$ cat src/rtl/mem_stage.sv
`default_nettype none
// ============================================================================
//  Module   : mem_stage
//  Brief    : RV32IC MEM pipeline stage. Issues data-memory loads/stores over
//             a req/ack bus with wait states, aligns store lanes, extends load
//             data, and drives the WB-stage registers plus an upstream stall.
//  Revision : 1.0  initial release
// ============================================================================
module mem_stage #(
  parameter int unsigned TIMEOUT_CYCLES = 255
) (
  input  logic        i_clk,
  input  logic        i_reset,
  input  logic        i_valid,
  input  logic [31:0] i_pc,
  input  logic [31:0] i_alu_out,
  input  logic [31:0] i_store_data,
  input  logic [3:0]  i_mem_type,
  input  logic        i_mem_read,
  input  logic        i_mem_write,
  input  logic        i_reg_write,
  input  logic        i_mem_to_reg,
  input  logic [4:0]  i_rd,
  output logic        o_dmem_req,
  output logic        o_dmem_we,
  output logic [31:0] o_dmem_addr,
  output logic [3:0]  o_dmem_be,
  output logic [31:0] o_dmem_wdata,
  input  logic        i_dmem_ack,
  input  logic [31:0] i_dmem_rdata,
  output logic        o_stall,
  output logic        o_wb_valid,
  output logic        o_wb_reg_write,
  output logic [31:0] o_wb_pc,
  output logic [31:0] o_wb_data,
  output logic [4:0]  o_wb_rd,
  output logic        o_misaligned,
  output logic        o_timeout
);

  typedef enum logic [0:0] {
    S_IDLE = 1'b0,
    S_WAIT = 1'b1
  } state_t;

  localparam logic [3:0] c_MT_B  = 4'b0001;
  localparam logic [3:0] c_MT_H  = 4'b0011;
  localparam logic [3:0] c_MT_W  = 4'b1111;
  localparam logic [3:0] c_MT_BU = 4'b1000;
  localparam logic [3:0] c_MT_HU = 4'b1100;
  // Last counter value of a WAIT before the access is abandoned.
  localparam logic [7:0] c_TO_LAST = 8'(TIMEOUT_CYCLES - 1);

  state_t      r_state;
  logic [7:0]  r_cnt;
  logic        r_dmem_req;
  logic        r_dmem_we;
  logic [31:0] r_dmem_addr;
  logic [3:0]  r_dmem_be;
  logic [31:0] r_dmem_wdata;
  logic [3:0]  r_mem_type;
  logic [1:0]  r_off;
  logic [31:0] r_pc;
  logic [31:0] r_alu_out;
  logic [4:0]  r_rd;
  logic        r_reg_write;
  logic        r_mem_to_reg;
  logic        r_wb_valid;
  logic        r_wb_reg_write;
  logic [31:0] r_wb_pc;
  logic [31:0] r_wb_data;
  logic [4:0]  r_wb_rd;
  logic        r_misaligned;
  logic        r_timeout;

  logic        w_access;
  logic [1:0]  w_off;
  logic        w_is_b;
  logic        w_is_h;
  logic        w_is_w;
  logic        w_misaligned;
  logic [3:0]  w_be;
  logic [31:0] w_wdata;
  logic [7:0]  w_ld_byte;
  logic [15:0] w_ld_half;
  logic [31:0] w_load_data;
  logic        w_timeout_hit;

  // Decode the incoming access: size class, alignment, byte lanes, store data.
  // Encodings outside the five legal ones are rejected like 0000.
  always_comb begin
    w_access     = i_valid & (i_mem_read | i_mem_write);
    w_off        = i_alu_out[1:0];
    w_is_b       = (i_mem_type == c_MT_B) | (i_mem_type == c_MT_BU);
    w_is_h       = (i_mem_type == c_MT_H) | (i_mem_type == c_MT_HU);
    w_is_w       = (i_mem_type == c_MT_W);
    w_misaligned = ~(w_is_b | w_is_h | w_is_w)
                 | (w_is_h & w_off[0])
                 | (w_is_w & (w_off != 2'b00));
    w_be         = 4'b0000;
    w_wdata      = i_store_data;
    if (w_is_b) begin
      w_be    = 4'b0001 << w_off;
      w_wdata = {4{i_store_data[7:0]}};
    end else if (w_is_h) begin
      w_be    = 4'b0011 << w_off;
      w_wdata = {2{i_store_data[15:0]}};
    end else if (w_is_w) begin
      w_be    = 4'b1111;
      w_wdata = i_store_data;
    end
  end

  // Pick the addressed byte/half of the returned word and extend it.
  always_comb begin
    case (r_off)
      2'd0:    w_ld_byte = i_dmem_rdata[7:0];
      2'd1:    w_ld_byte = i_dmem_rdata[15:8];
      2'd2:    w_ld_byte = i_dmem_rdata[23:16];
      default: w_ld_byte = i_dmem_rdata[31:24];
    endcase
    w_ld_half = r_off[1] ? i_dmem_rdata[31:16] : i_dmem_rdata[15:0];
    case (r_mem_type)
      c_MT_B:  w_load_data = {{24{w_ld_byte[7]}}, w_ld_byte};
      c_MT_BU: w_load_data = {24'h0, w_ld_byte};
      c_MT_H:  w_load_data = {{16{w_ld_half[15]}}, w_ld_half};
      c_MT_HU: w_load_data = {16'h0, w_ld_half};
      default: w_load_data = i_dmem_rdata;
    endcase
  end

  // Timeout fires in the last allowed WAIT cycle when no ack arrives.
  always_comb begin
    w_timeout_hit = (r_state == S_WAIT) & ~i_dmem_ack & (r_cnt == c_TO_LAST);
    o_stall       = ((r_state == S_IDLE) & w_access & ~w_misaligned)
                  | ((r_state == S_WAIT) & ~i_dmem_ack & ~w_timeout_hit);
  end

  // Stage FSM: launch accesses, wait for ack/timeout, and load the WB registers.
  always_ff @(posedge i_clk) begin
    if (i_reset) begin
      r_state        <= S_IDLE;
      r_cnt          <= 8'd0;
      r_dmem_req     <= 1'b0;
      r_dmem_we      <= 1'b0;
      r_dmem_addr    <= 32'd0;
      r_dmem_be      <= 4'd0;
      r_dmem_wdata   <= 32'd0;
      r_mem_type     <= 4'd0;
      r_off          <= 2'd0;
      r_pc           <= 32'd0;
      r_alu_out      <= 32'd0;
      r_rd           <= 5'd0;
      r_reg_write    <= 1'b0;
      r_mem_to_reg   <= 1'b0;
      r_wb_valid     <= 1'b0;
      r_wb_reg_write <= 1'b0;
      r_wb_pc        <= 32'd0;
      r_wb_data      <= 32'd0;
      r_wb_rd        <= 5'd0;
      r_misaligned   <= 1'b0;
      r_timeout      <= 1'b0;
    end else begin
      // WB strobes and fault flags are single-cycle pulses.
      r_wb_valid     <= 1'b0;
      r_wb_reg_write <= 1'b0;
      r_misaligned   <= 1'b0;
      r_timeout      <= 1'b0;
      case (r_state)
        S_IDLE: begin
          if (w_access & ~w_misaligned) begin
            r_state      <= S_WAIT;
            r_cnt        <= 8'd0;
            r_dmem_req   <= 1'b1;
            r_dmem_we    <= i_mem_write;
            r_dmem_addr  <= {i_alu_out[31:2], 2'b00};
            r_dmem_be    <= w_be;
            r_dmem_wdata <= w_wdata;
            r_mem_type   <= i_mem_type;
            r_off        <= w_off;
            r_pc         <= i_pc;
            r_alu_out    <= i_alu_out;
            r_rd         <= i_rd;
            r_reg_write  <= i_reg_write;
            r_mem_to_reg <= i_mem_to_reg;
          end else if (w_access) begin
            r_wb_valid   <= 1'b1;
            r_misaligned <= 1'b1;
            r_wb_pc      <= i_pc;
            r_wb_data    <= i_alu_out;
            r_wb_rd      <= i_rd;
          end else begin
            r_wb_valid     <= i_valid;
            r_wb_reg_write <= i_reg_write & i_valid;
            r_wb_pc        <= i_pc;
            r_wb_data      <= i_alu_out;
            r_wb_rd        <= i_rd;
          end
        end
        S_WAIT: begin
          if (i_dmem_ack) begin
            r_state        <= S_IDLE;
            r_cnt          <= 8'd0;
            r_dmem_req     <= 1'b0;
            r_wb_valid     <= 1'b1;
            r_wb_reg_write <= r_reg_write & ~r_dmem_we;
            r_wb_pc        <= r_pc;
            r_wb_data      <= (r_mem_to_reg & ~r_dmem_we) ? w_load_data : r_alu_out;
            r_wb_rd        <= r_rd;
          end else if (w_timeout_hit) begin
            r_state    <= S_IDLE;
            r_cnt      <= 8'd0;
            r_dmem_req <= 1'b0;
            r_wb_valid <= 1'b1;
            r_timeout  <= 1'b1;
            r_wb_pc    <= r_pc;
            r_wb_data  <= r_alu_out;
            r_wb_rd    <= r_rd;
          end else begin
            r_cnt <= r_cnt + 8'd1;
          end
        end
        default: r_state <= S_IDLE;
      endcase
    end
  end

  assign o_dmem_req     = r_dmem_req;
  assign o_dmem_we      = r_dmem_we;
  assign o_dmem_addr    = r_dmem_addr;
  assign o_dmem_be      = r_dmem_be;
  assign o_dmem_wdata   = r_dmem_wdata;
  assign o_wb_valid     = r_wb_valid;
  assign o_wb_reg_write = r_wb_reg_write;
  assign o_wb_pc        = r_wb_pc;
  assign o_wb_data      = r_wb_data;
  assign o_wb_rd        = r_wb_rd;
  assign o_misaligned   = r_misaligned;
  assign o_timeout      = r_timeout;

endmodule
`default_nettype wire

$ cat config.mk
export PLATFORM = sky130hd
export DESIGN_NAME = mem_stage
export DESIGN_NICKNAME = d
export VERILOG_FILES = /design/src/rtl/mem_stage.sv
export SDC_FILE = /design/constraint.sdc
export NUM_CORES = 1
export LEC_CHECK = 0
export BUFFER_PORTS_ARGS = -buffer_cell sky130_fd_sc_hd__clkbuf_2
export CELL_PAD_IN_SITES_DETAIL_PLACEMENT = 1
export CELL_PAD_IN_SITES_GLOBAL_PLACEMENT = 2
export CORE_MARGIN = 3
export CORE_UTILIZATION = 30
export DETAILED_ROUTE_END_ITERATION = 8
export PLACE_DENSITY = 0.77
export SETUP_SLACK_MARGIN = 0.05
export SLEW_MARGIN = 0
export SYNTH_ARGS = -nofsm -noshare
export SYNTH_HDL_FRONTEND = slang
export SYNTH_SLANG_ARGS = --single-unit
$ cat constraint.sdc
create_clock -name i_clk -period 2.3 [get_ports i_clk]
set_input_delay 0.345 -clock i_clk [delete_from_list [all_inputs] [get_ports i_clk]]
set_output_delay 0.345 -clock i_clk [all_outputs]
set_load 0.005 [all_outputs]
==> impl_metrics.ini <==
[critical_path]
end_kind = output pin
required_ps = 1960
critPathMaxFanout = 11
worstSetupPathType = reg -> out
worstPathArrival_ps = 1780
startpoint_type = register

[synthesis]
ys_types = 74
synthFlopType = dfxtp_1
synth_area_sq_mm = 0.00983
ys_async_sr_fraction = 0
synth-seq-cells = 195
synth-edff-count = 0
synthCells = 1183
ys_seq_area_frac = 0.397
ys.warnings.count = 0
syn_area_per_cell_sq_um = 8.31

[final_layout]
fill_cells = 3924
final_common_cell = clkbuf_2
layout-drive-gt1-share = 0.308
postLayoutCellArea_sq_mm = 0.0122
antennaDiodeCount = 0
fin_util = 0.384
fin_cells = 1861
area.growth.synth_to_final_pct = 24.5
nets = 1564
layout_common_cells = 285 x clkbuf_2, 211 x nand2_1, 191 x dfxtp_1

[global_route]
grt_use_total = 0.203
use_met1 = 0.263
antenna_found_initial = 2
grt_pass1_wl_um = 56900
grt_pass1_vias = 9972
use_met2 = 0.337
use_met3 = 0.0478
grt_max_degree = 79
gr-total-overflow = 0
grt_busiest_layer = met2

[clocking]
numCtsBuffers = 17
h-tree-depth = 4
cts_buffer_depth = 2
cts_hold_buf = 0
cts.sinks = 195
cts-root-buf = clkbuf_16
clock_latency_ps = 450
cts_tree = yes
path_clk_slew_ps = 80

[placed_design]
placed_area_sq_mm = 0.0116
place_worst_setup_slack_ps = 72.3
dpl.hpwl_um = 26400
gp_congestion = 0.816
portBuffers = 286
dp.cells = 1827

[timing]
slew_violations = 0
setup_tns_ps = 0
tightest_slew_ps = 728
fin_crit_sh = 0.923
fmax_mhz = 471
setup_viol = 0
hold_viol = 0
fin_skew_ps = 15.4
rsz0062_at_grt = false
timing.hold.ws_ps = 124
post-route-min-period_ps = 2120
max-slew-margin-rel = 0.515
worst_slack_ps = 178

[floorplanning]
dieWidth_um = 187
start_util = 0.308
die_h_um = 187
std_cell_rows = 65
dieArea_sq_mm = 0.0350
core_area_sq_mm = 0.0319
pin_count = 289

[route]
avgViaCountPerCell = 5.25
route.detailed.drc = 0
drtPass1Iterations = 5
vias = 9765
routedWlPerCell_um = 19.8
drtAntennaViolNets = 0
drt-total-wl_um = 36800
initialDrtViolationCount = 497

[worst_hold_path]
hold_path.class = in -> reg

[power]
pwr_density_cell_mw_per_mm2 = 637
peakVddDrop_uv = 501
p_leak_nw = 4.93
power_mw = 7.79

[run_status]
run_status = completed

[job]
drv_cap = 0
[metal layers]
layer / share of wire / up-vias
met5: 0.00084 / -
met4: 0.021 / 4
met3: 0.058 / 45
met2: 0.47 / 279
met1: 0.45 / 4770
li1: - / 4667
[Yosys cell counts (all sizes together) (2+ instances only)]
| cell type | n | area share |
|---|---|---|
| o21ai | 42 | 0.022 |
| mux2 | 2 | 0.0023 |
| or3b | 3 | 0.0027 |
| a32o | 5 | 0.0051 |
| ha | 6 | 0.0076 |
| o31ai | 6 | 0.0046 |
| nor3 | 17 | 0.0087 |
| nand2b | 3 | 0.0019 |
| a22oi | 8 | 0.0061 |
| a31oi | 3 | 0.0019 |
| and3 | 36 | 0.024 |
| nor3b | 5 | 0.0050 |
| or3 | 2 | 0.0013 |
| nand3 | 15 | 0.0076 |
| o221ai | 23 | 0.027 |
| a221oi | 2 | 0.0018 |
| mux4 | 8 | 0.018 |
| a311oi | 18 | 0.016 |
| mux2i | 45 | 0.046 |
| nand4 | 3 | 0.0019 |
| nor4b | 3 | 0.0033 |
| and4 | 2 | 0.0018 |
| nand3b | 20 | 0.015 |
| buf | 76 | 0.053 |
| o2111ai | 2 | 0.0024 |
| o21a | 3 | 0.0023 |
| a221o | 7 | 0.0071 |
| nor2 | 108 | 0.041 |
| and4bb | 2 | 0.0025 |
| xnor2 | 2 | 0.0018 |
| nand2 | 212 | 0.081 |
| dlygate4sd3 | 2 | 0.0020 |
| clkbuf | 57 | 0.023 |
| xor2 | 3 | 0.0027 |
| inv | 8 | 0.0031 |
| and2 | 2 | 0.0013 |
| dfxtp | 195 | 0.40 |
| a21boi | 8 | 0.0061 |
| a21oi | 126 | 0.064 |
| o211ai | 3 | 0.0023 |
| a31o | 2 | 0.0018 |
| a211oi | 67 | 0.056 |
| or2 | 5 | 0.0032 |
[final cells by class]
class / count / area [sq um] / share of cell area
Inverter: 8 / 32.5 / 0.00266
Sequential cell: 195 / 3910 / 0.320
Clock inverter: 14 / 124 / 0.0101
Clock buffer: 18 / 439 / 0.0359
Timing Repair Buffer: 345 / 2030 / 0.166
Tap cell: 435 / 544 / 0.0445
Multi-Input combinational cell: 846 / 5150 / 0.421
[kinds of logic (layout without fill, tap and decap cells)]
group                      Yosys count  after routing  share of synthesized area
other                                1              2                   0.000382
adders and majority gates            6              6                    0.00764
buffers and inverters              143            385                     0.0810
xor gates and xnor gates             5              5                    0.00446
DFF                                195            195                      0.397
and+or+nand+nor                    443            443                      0.207
muxes                               55             55                     0.0665
AOI/OAI and AO/OA                  335            335                      0.236
[power by group]
group          internal, mW  switching, mW  total, mW  leakage (nW)
clock network          1.44           1.49       2.93         0.259
logic                 0.514          0.684       1.20          3.08
registers              3.55          0.115       3.66          1.60
total                  5.51           2.28       7.79          4.93
[critical path: stages (launching register included)]
cell	delay [ps]
dfxtp_2	380
inv_1	60
ha_1	180
nand3_1	140
o21bai_2	100
and3_4	180
inv_4	140
clkbuf_2	150
[worst paths after layout]
check	from	to	slack, ps	depth (start not counted)
setup / recovery	r_cnt[0]	o_stall	180	7
hold / removal	i_mem_to_reg	r_mem_to_reg	120	3
setup reg to reg	r_mem_type[3]	o_wb_data[31]	240	5
hold reg to reg	r_pc[14]	r_pc[14]	460	2
[timing repair]
| action | CTS | global route |
|---|---|---|
| setup buffers | 2 | 0 |
| cloned | 0 | 0 |
| pin swaps | 2 | 0 |
| endpoints found under the setup margin | 1 | 24 |
| gates resized for setup | 2 | 3 |
(Power assumes the default switching activity.)
